**config.mk**
```make
export PLATFORM = sky130hd
export DESIGN_NAME = store_write_buffer
export DESIGN_NICKNAME = d
export VERILOG_FILES = /design/src/rtl/store_write_buffer.sv
export SDC_FILE = /design/constraint.sdc
export NUM_CORES = 1
export LEC_CHECK = 0
export CAP_MARGIN = 20
export CORE_ASPECT_RATIO = 0.75
export CORE_MARGIN = 3
export CORE_UTILIZATION = 40
export CTS_BUF_LIST = sky130_fd_sc_hd__clkbuf_8
export CTS_CLUSTER_SIZE = 25
export DETAILED_ROUTE_END_ITERATION = 8
export GPL_ROUTABILITY_DRIVEN = 1
export PLACE_DENSITY = 0.57
export SYNTH_ARGS = -nofsm -noshare
export SYNTH_HDL_FRONTEND = slang
export SYNTH_SLANG_ARGS = --single-unit
```
**constraint.sdc**
```tcl
create_clock -name clk -period 5.8 [get_ports clk]
set_input_delay 1.16 -clock clk [delete_from_list [all_inputs] [get_ports clk]]
set_output_delay 1.16 -clock clk [all_outputs]
set_load 0.02 [all_outputs]
```
**src/rtl/store_write_buffer.sv**
```systemverilog
// Store write buffer: aligns MEM-stage stores into byte lanes/strobes and drains them in order over a req/ack port.
// Optional macro STORE_BUF_FWD_HIT_EN adds ld_addr/ld_hit word-address conflict detection.
module store_write_buffer #(
  parameter int unsigned DEPTH = 4,
  parameter int unsigned PTR_W = 2
) (
  input  logic             clk,
  input  logic             rst,
  input  logic             st_valid,
  output logic             st_ready,
  input  logic [2:0]       st_func,
  input  logic [31:0]      st_addr,
  input  logic [31:0]      st_data,
  output logic             st_ades,
  output logic             mem_req,
  input  logic             mem_ack,
  output logic [31:0]      mem_addr,
  output logic [31:0]      mem_wdata,
  output logic [3:0]       mem_wstrb,
  output logic [PTR_W:0]   buf_count,
  output logic             buf_empty
`ifdef STORE_BUF_FWD_HIT_EN
  ,
  input  logic [31:0]      ld_addr,
  output logic             ld_hit
`endif
);

  typedef enum logic [2:0] {
    FUNC_SB = 3'b000,
    FUNC_SH = 3'b010,
    FUNC_SW = 3'b100
  } st_func_e;

  logic [29:0]      addr_q [DEPTH];
  logic [31:0]      data_q [DEPTH];
  logic [3:0]       strb_q [DEPTH];
  logic [PTR_W-1:0] rd_ptr;
  logic [PTR_W-1:0] wr_ptr;
  logic [PTR_W:0]   count;

  st_func_e    func;
  logic        full;
  logic        fire;
  logic        deq;
  logic        enq;
  logic        func_ok;
  logic        misaligned;
  logic [31:0] lane_data;
  logic [3:0]  lane_strb;

  assign func      = st_func_e'(st_func);
  assign full      = (count == (PTR_W+1)'(DEPTH));
  assign st_ready  = !full;
  assign buf_empty = (count == '0);
  assign buf_count = count;
  assign mem_req   = !buf_empty;
  assign fire      = st_valid && st_ready;
  assign deq       = mem_ack && mem_req;
  assign enq       = fire && func_ok && !misaligned;

  always_comb begin
    func_ok    = 1'b1;
    misaligned = 1'b0;
    lane_data  = st_data;
    lane_strb  = 4'b1111;
    case (func)
      FUNC_SB: begin
        lane_data = {4{st_data[7:0]}};
        lane_strb = 4'b0001 << st_addr[1:0];
      end
      FUNC_SH: begin
        lane_data  = {2{st_data[15:0]}};
        lane_strb  = st_addr[1] ? 4'b1100 : 4'b0011;
        misaligned = st_addr[0];
      end
      FUNC_SW: misaligned = (st_addr[1:0] != 2'b00);
      default: func_ok = 1'b0;
    endcase
  end

  always_ff @(posedge clk) begin
    if (rst) begin
      rd_ptr  <= '0;
      wr_ptr  <= '0;
      count   <= '0;
      st_ades <= 1'b0;
    end else begin
      st_ades <= fire && func_ok && misaligned;
      if (enq) wr_ptr <= wr_ptr + 1'b1;
      if (deq) rd_ptr <= rd_ptr + 1'b1;
      case ({enq, deq})
        2'b10:   count <= count + 1'b1;
        2'b01:   count <= count - 1'b1;
        default: count <= count;
      endcase
    end
  end

  // Payload storage needs no reset: the head is masked by buf_empty and count gates every read.
  always_ff @(posedge clk) begin
    if (enq) begin
      addr_q[wr_ptr] <= st_addr[31:2];
      data_q[wr_ptr] <= lane_data;
      strb_q[wr_ptr] <= lane_strb;
    end
  end

  assign mem_addr  = buf_empty ? '0 : {addr_q[rd_ptr], 2'b00};
  assign mem_wdata = buf_empty ? '0 : data_q[rd_ptr];
  assign mem_wstrb = buf_empty ? '0 : strb_q[rd_ptr];

`ifdef STORE_BUF_FWD_HIT_EN
  logic unused_ld_low;
  assign unused_ld_low = ^ld_addr[1:0];

  // The head still counts while it is being acked, so the walk uses the pre-edge count.
  always_comb begin
    ld_hit = 1'b0;
    for (int unsigned k = 0; k < DEPTH; k++) begin
      if (((PTR_W+1)'(k) < count) && (addr_q[rd_ptr + PTR_W'(k)] == ld_addr[31:2]))
        ld_hit = 1'b1;
    end
  end
`endif

endmodule

```
# Yosys cells after proc, flatten, opt, wreduce, memory -nomap -nowiden
# Memories as Yosys holds them, arrays and structs flattened. A register that Yosys moved wholly into a read port is not among the register bits.
# Index checks and enable logic that the tools add are counted.
# word_totals
mem_bits_ro,0
latchBits,0
reg_bits,8
elab_cells,47
input_bits,71
mem_count,3
ram_bits,264
output_inout_bits,75
# op_classes
magnitude_cmp,0
n_eq_ne,5
n_bitwise,0
div_mod_pow,0
n_mux,17
mul,0
addsub,4
n_shift,1
reduce_logical,13
# memory_table
memory,depth,width,rd,rd_ports_with_merged_regs,write_ports,line,rtl
data_q,4,32,1,1,1,36,logic [31:0] data_q [DEPTH];
addr_q,4,30,1,1,1,35,logic [29:0] addr_q [DEPTH];
strb_q,4,4,1,1,1,37,logic [3:0] strb_q [DEPTH];
# op_table
op,n
$mux 32,2
$pmux 32 s2,1
$mux 2,6
$mux 4,2
$pmux 4 s2,1
$eq 3x3->1 const B,2
$logic_not 3->1,2
$pmux 3 s2,1
$logic_and 1x1->1,5
$add 2x1->2 const B,2
$reduce_bool 2->1,2
$shl 1x2->4 const A,1
$add 3x1->3 const B,1
$eq 3x2->1 const B,1
$logic_not 1->1,3
$mux 1,3
$reduce_or 3->1,1
$sub 3x1->3 const B,1
$eq 2x1->1 const B,1
$eq 2x2->1 const B,1
$pmux 1 s2,1

# Longest topological paths before layout
# logic_depth
depth_word,7
depth_mapped,10
depth_no_buf,10

# Worst setup path after synthesis
# No wires, ideal clock.
# synth_timing
path_kind,in2reg
from,input st_func[0]
to,"memory addr_q[0][0], enable pin"
stages,3
t_arrival_ns,3.180
t_required_ns,5.369
setup_time_ns,0.431
path_buffers,0
path_slack_ns,2.188
cell_sequence,nand4b_1 > nor2_1 > and2_1
# synth_via
elab_chain_len,7
word_cells_on_any_way,11
cone_classes,eq/ne: 2; mux: 4; reduce/logical: 5
# synth_rtl
item,line,rtl
from (decl),11,"input logic [2:0] st_func,"
"$eq 3x2->1, or another cell as far along",67,case (func)
$reduce_or 3->1 (no line),--,
$mux 1,67,
$logic_and 1x1->1,60,assign enq = fire && func_ok && !misaligned;
$logic_and 1x1->1 *,60,
$mux 1 *,102,if (enq) begin
$mux 1 (not written as such) *,103,addr_q[wr_ptr] <= st_addr[31:2];
to (decl),35,
# Mark *: on every way between the ends. The rest lies on a longest branch, timed or not.

==> out/results.txt <==
worst r2r path cells -> 9
total power -> 5.18 mW
Crit Path Category -> register to primary output
CTS tree -> yes
P_int -> 3.72 mW
most common cell after layout, fill and taps aside -> edfxtp_1
DP Area -> 0.0126 mm²
Final Skew -> 0.0253 ns
CP max stage cell -> dfxtp_4
dpl cells -> 997
post-route cell area -> 0.0134 mm²
RR Startpoint -> buf_count[0]
CP required -> 4.64 ns
Worst setup EP type -> primary output
Worst-Skew Late Latency -> 0.53 ns
post-DP HPWL -> 13200 µm
synthesized area -> 0.0109 mm²
# rows -> 51
DRC viols -> 0
Placer Congestion -> 0.692
syn avg cell area -> 20.4 µm²
CTS sink cnt -> 274
NetSw -> 1.45 mW
leading cell types in the layout, fill and taps excluded -> edfxtp_1 (264), clkdlybuf4s50_1 (143), and2_1 (67)
clock power share -> 0.285
status -> finished clean
Worst IR Drop VDD -> 0.208 mV
Buf/Inv on CP -> 2
startpoint of the worst hold path -> wr_ptr[0]
Die ar. -> 0.0293 mm²
DRT iter0 DRCs -> 326
Worst setup endpoint -> mem_addr[17]
Final ANT Viol Nets -> 0
Worst-Margin Slew -> 1.07 ns
Longest Clk Path Bufs -> 3
Cells after Synth -> 534
final hold violations -> 0
Core Util, Final -> 0.510
share of layout cells above drive strength 1 -> 0.200
Die X -> 197 µm
Initial Utilization -> 0.413
Seq/Total Area, Yosys -> 0.746
Nets -> 776
CORE AREA -> 0.0264 mm²
sequential share of power -> 0.450
Synth cell types -> 30
Avg WL per Cell -> 21.0 µm
post-place setup slack -> 1.49 ns
part of the power in combinational logic -> 0.264
# hold bufs at CTS -> 0
worst setup margin -> 1.57 ns
final non-filler cell total -> 1073
Hold Path Class -> register to register
clock-pin slew on the worst setup and hold paths -> 0.06 ns
Pwr Density -> 385 mW/mm²
largest net degree at the start of global routing -> 67
Worst Path Max Fanout -> 41
Antenna diodes -> 0
CP Depth -> 4
sw frac -> 0.281
area grow syn2layout -> 23.3%
Fin Setup TNS -> 0 ns
Buffers on Ports -> 143
pins over their slew limit -> 0
CTS Root Cell -> clkbuf_8
Worst Path Arrival -> 3.07 ns
Critical R2R Capture -> buf_count[2]
hold slack -> 0.531 ns
Min Clock Period, post-route -> 4.23 ns
Final period util -> 0.729
wire length after detailed routing -> 22500 µm
CP max stage delay -> 0.93 ns
CTS Buf Count -> 44
R2R setup slack -> 2.75 ns
relative slew slack -> 0.285
reported max-cap violation count -> 0
post-synthesis sequential element count -> 274
DR vias/cell -> 5.05
H-Tree Depth -> 2
Die Ht -> 149 µm
first-pass GRT wire length -> 35000 µm
RSZ-0062 raised after global routing -> false
Resize count post-CTS -> 0
Setup Viol. Count Final -> 0
First-pass DRT Iterations -> 4
CP Cell Sequence -> buf_12 > mux4_2 > and2_1 > clkdlybuf4s50_1
fmax -> 237 MHz
initial antenna violation count -> 0
Vias -> 5423
Top Family by Delay on Critical Path -> flip-flops
GRT Util Overall -> 0.158
IO Pins -> 146
vias in the first global route -> 6013
Setup crit start kind -> register
postcts setup bufs -> 0
synth warn -> 0
gr ovfl total -> 0
P_leak -> 4.28 nW
## cells in the mapped netlist (all sizes together)
cell	instances	area (µm²)
a21oi	12	60.1
and2	71	444
buf	17	121
clkbuf	11	41.3
conb	1	3.75
dfxtp	10	200
edfxtp	264	7930
fa	1	20.0
ha	5	62.6
inv	9	33.8
mux2	16	180
mux2i	8	80.1
mux4	66	1490
nand2	2	7.51
nand2b	1	6.26
nand3	1	5.00
nand4b	1	8.76
nor2	18	70.1
nor2b	1	6.26
nor3	1	10.0
nor3b	1	7.51
o21ai	7	35.0
o22ai	1	6.26
or3	4	25.0
or3b	1	8.76
xnor2	1	8.76
xor2	3	26.3
## routing by layer
metal / part of all wire / global-route usage / vias to the layer above
li1: - / - / 2459
met1: 0.44 / 0.207 / 2815
met2: 0.50 / 0.270 / 113
met3: 0.038 / 0.0307 / 36
met4: 0.020 / 0.0460 / 0
met5: 0 / 0 / -
## flip-flops by register name, summed over array words and instances (netlist names), named ones only
name	flops
strb_q	16
addr_q	120
buf_count	3
data_q	128
wr_ptr	2
st_ades	1
rd_ptr	2
## worst min-delay path: cells and delay by family, from the launching register on
family / cells / cell delay [ns]
flops: 1 / 0.34
compound gates: 2 / 0.14
## logic make-up after synthesis
| group | count (synthesis) | share of synthesized area |
|---|---|---|
| xor+xnor | 4 | 0.00322 |
| buf+inv | 37 | 0.0180 |
| fa+ha+maj | 6 | 0.00758 |
| simple gates | 102 | 0.0550 |
| mux | 90 | 0.160 |
| other cells | 1 | 0.000344 |
| flops | 274 | 0.746 |
| compound gates | 20 | 0.00930 |
## how the worst min path moves through the flow
stage                            to  cells after the start
after detailed placement   register                      2
after floorplan            register                      2
after global routing      rd_ptr[1]                      2
after CTS                 wr_ptr[1]                      2
after global placement     register                      2
final                     wr_ptr[0]                      2
## layout make-up
type                            count  area (µm²)
Inverter                            9        33.8
Multi-Input combinational cell    224        2580
Timing Repair Buffer              146        1470
Tap cell                          344         430
Clock inverter                     30         148
Clock buffer                       46         633
Sequential cell                   274        8140
Fill cell                        2156       12900
## power by group through the flow
stage / Clock, mW / Sequential, mW / Combinational [mW]
5_1_grt: 1.62 / 2.35 / 1.46
3_3_place_gp: 0 / 2.38 / 1.39
4_1_cts: 1.52 / 2.34 / 1.40
6_report: 1.48 / 2.33 / 1.37
2_1_floorplan: 0 / 2.28 / 0.898
3_5_place_dp: 0 / 2.38 / 1.39
No activity file was read; power rests on OpenSTA's default activity.
